$ cat src/rtl/decode_stage.sv
// Decode stage: field extraction, 2R1W register file, EX/WB operand forwarding,
// and the registered ID/EX boundary that feeds the execute stage.
module decode_stage #(
  parameter int XLEN = 32,
  parameter int NREG = 32,
  localparam int RW = $clog2(NREG)
) (
  input  logic            clk,
  input  logic            rst,
  input  logic            in_valid,
  input  logic [31:0]     instr,
  input  logic            stall,
  input  logic            flush,
  input  logic            wb_we,
  input  logic [RW-1:0]   wb_rd,
  input  logic [XLEN-1:0] wb_data,
  input  logic [XLEN-1:0] ex_result,
  output logic            out_valid,
  output logic [XLEN-1:0] rs1_data,
  output logic [XLEN-1:0] rs2_data,
  output logic [2:0]      alu_op,
  output logic [RW-1:0]   rd,
  output logic            rd_we
);

  logic [XLEN-1:0] regs_r [NREG];

  logic [2:0]      id_alu_op_s;
  logic [RW-1:0]   id_rd_s;
  logic [RW-1:0]   id_rs1_s;
  logic [RW-1:0]   id_rs2_s;
  logic            id_we_s;
  logic [XLEN-1:0] rs1_val_s;
  logic [XLEN-1:0] rs2_val_s;
  logic            unused_instr_s;

  // Priority: x0, then the instruction currently in EX, then the write-back in flight, then the file.
  function automatic logic [XLEN-1:0] select_operand(
    input logic [RW-1:0]   rs,
    input logic            ex_fwd_en,
    input logic [RW-1:0]   ex_rd,
    input logic [XLEN-1:0] ex_val,
    input logic            wb_en,
    input logic [RW-1:0]   wb_dst,
    input logic [XLEN-1:0] wb_val,
    input logic [XLEN-1:0] rf_val
  );
    logic [XLEN-1:0] res;
    if (rs == {RW{1'b0}}) begin
      res = {XLEN{1'b0}};
    end else if (ex_fwd_en && (ex_rd == rs)) begin
      res = ex_val;
    end else if (wb_en && (wb_dst == rs)) begin
      res = wb_val;
    end else begin
      res = rf_val;
    end
    return res;
  endfunction

  assign id_alu_op_s    = instr[31:29];
  assign id_rd_s        = instr[28:24];
  assign id_rs1_s       = instr[23:19];
  assign id_rs2_s       = instr[18:14];
  assign id_we_s        = instr[13];
  assign unused_instr_s = ^instr[12:0];

  // Operand selection; rd_we is already gated by out_valid, so bubbles never forward.
  always_comb begin
    rs1_val_s = select_operand(id_rs1_s, out_valid && rd_we, rd, ex_result,
                               wb_we, wb_rd, wb_data, regs_r[id_rs1_s]);
    rs2_val_s = select_operand(id_rs2_s, out_valid && rd_we, rd, ex_result,
                               wb_we, wb_rd, wb_data, regs_r[id_rs2_s]);
  end

  // Register file write port; stall and flush never block write-back.
  always_ff @(posedge clk or posedge rst) begin
    if (rst) begin
      for (int i = 0; i < NREG; i++) begin
        regs_r[i] <= {XLEN{1'b0}};
      end
    end else if (wb_we && (wb_rd != {RW{1'b0}})) begin
      regs_r[wb_rd] <= wb_data;
    end
  end

  // ID/EX boundary register: flush beats stall, stall holds everything.
  always_ff @(posedge clk or posedge rst) begin
    if (rst) begin
      out_valid <= 1'b0;
      rs1_data  <= {XLEN{1'b0}};
      rs2_data  <= {XLEN{1'b0}};
      alu_op    <= 3'd0;
      rd        <= {RW{1'b0}};
      rd_we     <= 1'b0;
    end else if (flush) begin
      out_valid <= 1'b0;
      rd_we     <= 1'b0;
    end else if (!stall) begin
      out_valid <= in_valid;
      rd_we     <= id_we_s && in_valid;
      rs1_data  <= rs1_val_s;
      rs2_data  <= rs2_val_s;
      alu_op    <= id_alu_op_s;
      rd        <= id_rd_s;
    end
  end

endmodule

$ cat config.mk
export PLATFORM = sky130hd
export DESIGN_NAME = decode_stage
export DESIGN_NICKNAME = d
export VERILOG_FILES = /design/src/rtl/decode_stage.sv
export SDC_FILE = /design/constraint.sdc
export NUM_CORES = 2
export LEC_CHECK = 0
export ABC_AREA = 0
export CAP_MARGIN = 20
export CORE_ASPECT_RATIO = 0.8
export CORE_MARGIN = 5
export CORE_UTILIZATION = 40
export CTS_CLUSTER_DIAMETER = 120
export DETAILED_ROUTE_END_ITERATION = 10
export PLACE_DENSITY = 0.55
export SLEW_MARGIN = 20
export SYNTH_ARGS = -nofsm -noshare
export SYNTH_HDL_FRONTEND = slang
export SYNTH_SLANG_ARGS = --single-unit
$ cat constraint.sdc
create_clock -name clk -period 51.5 [get_ports clk]
set_clock_uncertainty 0.15 [all_clocks]
set_input_delay 7.725 -clock clk [delete_from_list [all_inputs] [get_ports clk]]
set_output_delay 7.725 -clock clk [all_outputs]
set_load 0.01 [all_outputs]
# Yosys cells after proc, flatten, opt, wreduce, memory -nomap -nowiden
# Index checks and enable logic that the tools add are counted.
[classes]
n_reduce_logical = 12
mux = 19
n_shift = 0
multipliers = 0
addsub = 0
n_eq_ne = 5
n_lt_le_gt_ge = 4
n_div = 0
bitwise_logic = 5
[op_table]
columns = ["cell", "n"]
rows = [
  ["$bwmux 1024", 1],
  ["$mux 32", 11],
  ["$bmux 32 s5", 2],
  ["$demux 32 s5", 1],
  ["$eq 5x5->1", 4],
  ["$ge 6x6->1 const B", 3],
  ["$not 5->6", 3],
  ["$logic_not 5->1", 2],
  ["$logic_and 1x1->1", 8],
  ["$lt 6x1->1 const B", 1],
  ["$reduce_bool 5->1", 1],
  ["$mux 1", 4],
  ["$ne 2x1->1 const B", 1],
  ["$not 1->1", 2],
  ["$reduce_and 2->1", 1],
]
[word_totals]
out_inout_bits = 74
register_bits = 1098
n_memories = 0
romBits = 0
latchBits = 0
wordCells = 83
input_bits = 107
ramBits = 0

# Longest topological paths before layout
[logic_depth]
ltp_word = 7
ltp_mapped = 10
mapped_depth_nobuf = 5

# Worst setup path before layout
# No wires, ideal clock.
[synth_timing]
kind = "input-to-reg"
startpoint = "input port instr[14]"
endpoint = "register rs2_data[2]"
slack_ps = 41352
path_buffers = 2
arrival_ps = 9857
required_time_ps = 51210
path_stages = 7
setup_time_ps = 140
path_cell_list = "buf_2 -> buf_1 -> mux4_2 -> mux4_2 -> nor2b_1 -> a211oi_1 -> o221ai_1"
[synth_between]
elab_chain_cells = 7
word_cells_on_any_way = 12
classes_between = "eq/ne (2); mux (6); bitwise (1); reduce/logical (3)"
[synth_rtl]
columns = ["item", "line_no", "text"]
rows = [
  ["start, declared", "11", "input logic [31:0] instr,"],
  ["$not 5->6 (implied by the code)", "73", "wb_we, wb_rd, wb_data, regs_r[id_rs2_s]);"],
  ["$bmux 32 s5", "73", ""],
  ["$mux 32 (implied by the code) (2 in a row)", "73", ""],
  ["$mux 32", "53", "end else if (wb_en && (wb_dst == rs)) begin"],
  ["$mux 32", "51", "end else if (ex_fwd_en && (ex_rd == rs)) begin"],
  ["$mux 32 *", "49", "if (rs == {RW{1'b0}}) begin"],
  ["end signal, assigned", "92", "rs2_data <= {XLEN{1'b0}};"],
  ["end signal, assigned", "103", "rs2_data <= rs2_val_s;"],
  ["end, declared", "20", "output logic [XLEN-1:0] rs2_data,"],
]
# Mark *: on every way between the ends. The rest lies on a longest branch, timed or not. The select of a mux whose other input is x is not followed.
# A chain may end at the register's enable or synchronous reset.

# Final worst setup path
[layout_timing]
startpoint = "input port instr[21]"
endpoint = "register rs1_data[12]"
[layout_between]
elab_chain_cells = 7
word_cells_on_any_way = 12
classes_between = "eq/ne (2); mux (6); bitwise (1); reduce/logical (3)"
[layout_rtl]
columns = ["item", "line_no", "text"]
rows = [
  ["$not 5->6 (implied by the code)", "71", "wb_we, wb_rd, wb_data, regs_r[id_rs1_s]);"],
  ["$bmux 32 s5", "71", ""],
  ["$mux 32 (implied by the code) (2 in a row)", "71", ""],
  ["$mux 32", "53", ""],
  ["$mux 32", "51", ""],
  ["$mux 32 *", "49", ""],
  ["end signal, assigned", "91", "rs1_data <= {XLEN{1'b0}};"],
  ["end signal, assigned", "102", "rs1_data <= rs1_val_s;"],
  ["end, declared", "19", "output logic [XLEN-1:0] rs1_data,"],
]
# Marked as above.

==> results_dict.tcl <==
set metrics [dict create \
    synth_flop_cell "dfrtp_1" \
    ant_nets 0 \
    final.setup.tns_ns 0 \
    crit_family "buffers and inverters" \
    clkTransAtPathRegs_ns 0.06 \
    final_common_cell "dfrtp_1" \
    fin_crit_ns 11.56 \
    multiInputGateArea_mm2 0.0283 \
    place_congestion 0.749 \
    utilization_pct 45.5 \
    p_comb_share_pct 20.2 \
    vias 35600 \
    grt_use_total_pct 24.7 \
    maxSlewViolCount 0 \
    fillers 12700 \
    cts-resized-gates 0 \
    die_w_um 434 \
    async_flop_share_pct 100 \
    status "finished clean" \
    clockBufferDepth 3 \
    drt-wirelength-per-cell_um 32.7 \
    grt_overflow_total 0 \
    switchingPower_uw 682 \
    antenna_found_initial 4 \
    cts_max_level 3 \
    clockRootBuffer "clkbuf_16" \
    start_util_pct 40.2 \
    routed_wl_um 186000 \
    crit_path_start_kind "input port" \
    tightestPinTransition_ns 1.14 \
    clock-sinks 1098 \
    layout-drive-gt1-share_pct 51.0 \
    max_stage_delay_ns 0.84 \
    first_iter_violations 2999 \
    max_slew_margin_pct 24.1 \
    crit_type "in2reg" \
    crit_arrival_ns 12.08 \
    grt_pass1_vias 37000 \
    ys_warn_count 0 \
    r2r-start "rd[1]" \
    required_ns 52.01 \
    cts_setup_buffers 0 \
    grt_max_degree 171 \
    nets 3798 \
    setup_viol_count_final 0 \
    clock.fmax_mhz 86.5 \
    cp_common_cell "buf_4" \
    drtPass1Iterations 8 \
    hold_path_startpoint "regs_r[1003]" \
    critPathMaxFanout 50 \
    critical_path.cell_chain "buf_8 -> buf_4 -> buf_4 -> buf_4 -> mux4_2 -> a22oi_1 -> a311oi_1 -> a221o_1" \
    die_y_um 349 \
    critPathSlowestCell "buf_4" \
    total_leakage_power_uw 0.0272 \
    synthCells 3730 \
    final_cell_mix "dfrtp_1, mux2_2, mux4_2, clkdlybuf4s50_1, a22oi_1" \
    intPower_uw 1870 \
    powerDensity_mw_per_mm2 39.2 \
    grt_setup_unrepaired "no" \
    cts_buffers 118 \
    die_area_mm2 0.151 \
    min_path_type "reg2reg" \
    pwr-share-seq_pct 44.8 \
    p_sw_share_pct 26.8 \
    core_mm2 0.143 \
    clock_latency_ns 0.75 \
    p_clk_share_pct 35.0 \
    rows 124 \
    ios 181 \
    cts_hold_buf 0 \
    cts_tree "yes" \
    netlist_area_mm2 0.0574 \
    ys_seq_area_share_pct 47.9 \
    via_per_inst 6.27 \
    netlist-cell-type-count 46 \
    maxCapViolations 0 \
    hold_violations 0 \
    end_kind "flip-flop" \
    syn-num-nets 3837 \
    area_growth_pct 13.2 \
    worst-path-buf-inv 4 \
    dp_hpwl_um 99200 \
    synth_edf_count 0 \
    port_buffers 167 \
    synth-seq-cells 1098 \
    drcViolationCount 0 \
    finalCritPeriodShare_pct 22.5 \
    diodes 0 \
    setup.worst_path.start "instr[21]" \
    grt_pass1_wl_um 273000 \
    seqCellArea_mm2 0.0275 \
    ir_drop_v 0.0000287 \
    synth.avg_cell_area_um2 15.4 \
]
area by class of cell:
type,instances,area share (%)
Clock inverter,35,0.682
Inverter,33,0.202
Tap cell,1890,3.64
Sequential cell,1098,42.3
Clock buffer,182,5.50
Multi-Input combinational cell,2160,43.6
Timing Repair Buffer,280,4.02
power by group through the flow:
stage	registers (µW)	clock network [µW]	logic, µW
floorplan	1120	0	390
global placement	1140	0	512
detailed placement	1150	0	520
CTS	1140	911	521
global route	1160	943	555
finish	1140	891	516
flip-flops by register name, summed over array words and instances (netlist names):
name       count
rd             5
rd_we          1
rs2_data      32
alu_op         3
rs1_data      32
out_valid      1
regs_r      1024
per-stage QoR:
step	area [µm²]	setup slack (ns)	instances	hold slack, ns	total power, µW
floorplan	57400	12.71	3730	0.291	1510
global placement	60900	39.23	5461	0.227	1660
detailed placement	60900	39.23	5461	0.232	1670
CTS	64900	40.03	5678	0.247	2570
global route	64900	39.84	5678	0.254	2660
finish	64900	39.94	5678	0.243	2550
routing by layer:
metal | routed length, µm | vias up | global-route usage [%] | part of all wire [%]
met1 | 80800 | 19800 | 34.5 | 43
met4 | 5540 | 0 | 6.69 | 3.0
li1 | - | 14500 | - | -
met3 | 8850 | 304 | 3.55 | 4.8
met2 | 90600 | 1023 | 40.7 | 49
met5 | 0 | - | 0 | 0
Yosys cell counts, types with 33 or more instances:
cell	number	area share, %
a22oi_1	125	1.6
and2_1	33	0.36
buf_1	76	0.50
buf_2	53	0.46
clkbuf_1	301	2.0
dfrtp_1	1098	48
inv_1	33	0.22
mux2_2	994	20
mux4_2	574	23
nand2_1	83	0.54
nand3_1	38	0.33
nor2b_1	33	0.36
nor4_1	33	0.36
final timing paths:
path / to / cells after the start / slack [ns]
max in group asynchronous: rs1_data[14] / 5 / 40.68
min in group asynchronous: rd[4] / 2 / 7.43
min: regs_r[1003] / 0 / 0.24
max reg2reg: rs2_data[17] / 6 / 48.62
max: rs1_data[12] / 8 / 39.94
min reg2reg: regs_r[1003] / 0 / 0.24
cell families after synthesis:
family,synth area share (%)
multiplexers,42.1
flip-flops,47.9
buffers and inverters,3.27
AO/OA/AOI/OAI,4.04
AND/OR/NAND/NOR,2.44
XOR/XNOR,0.305
(Power assumes the default switching activity.)
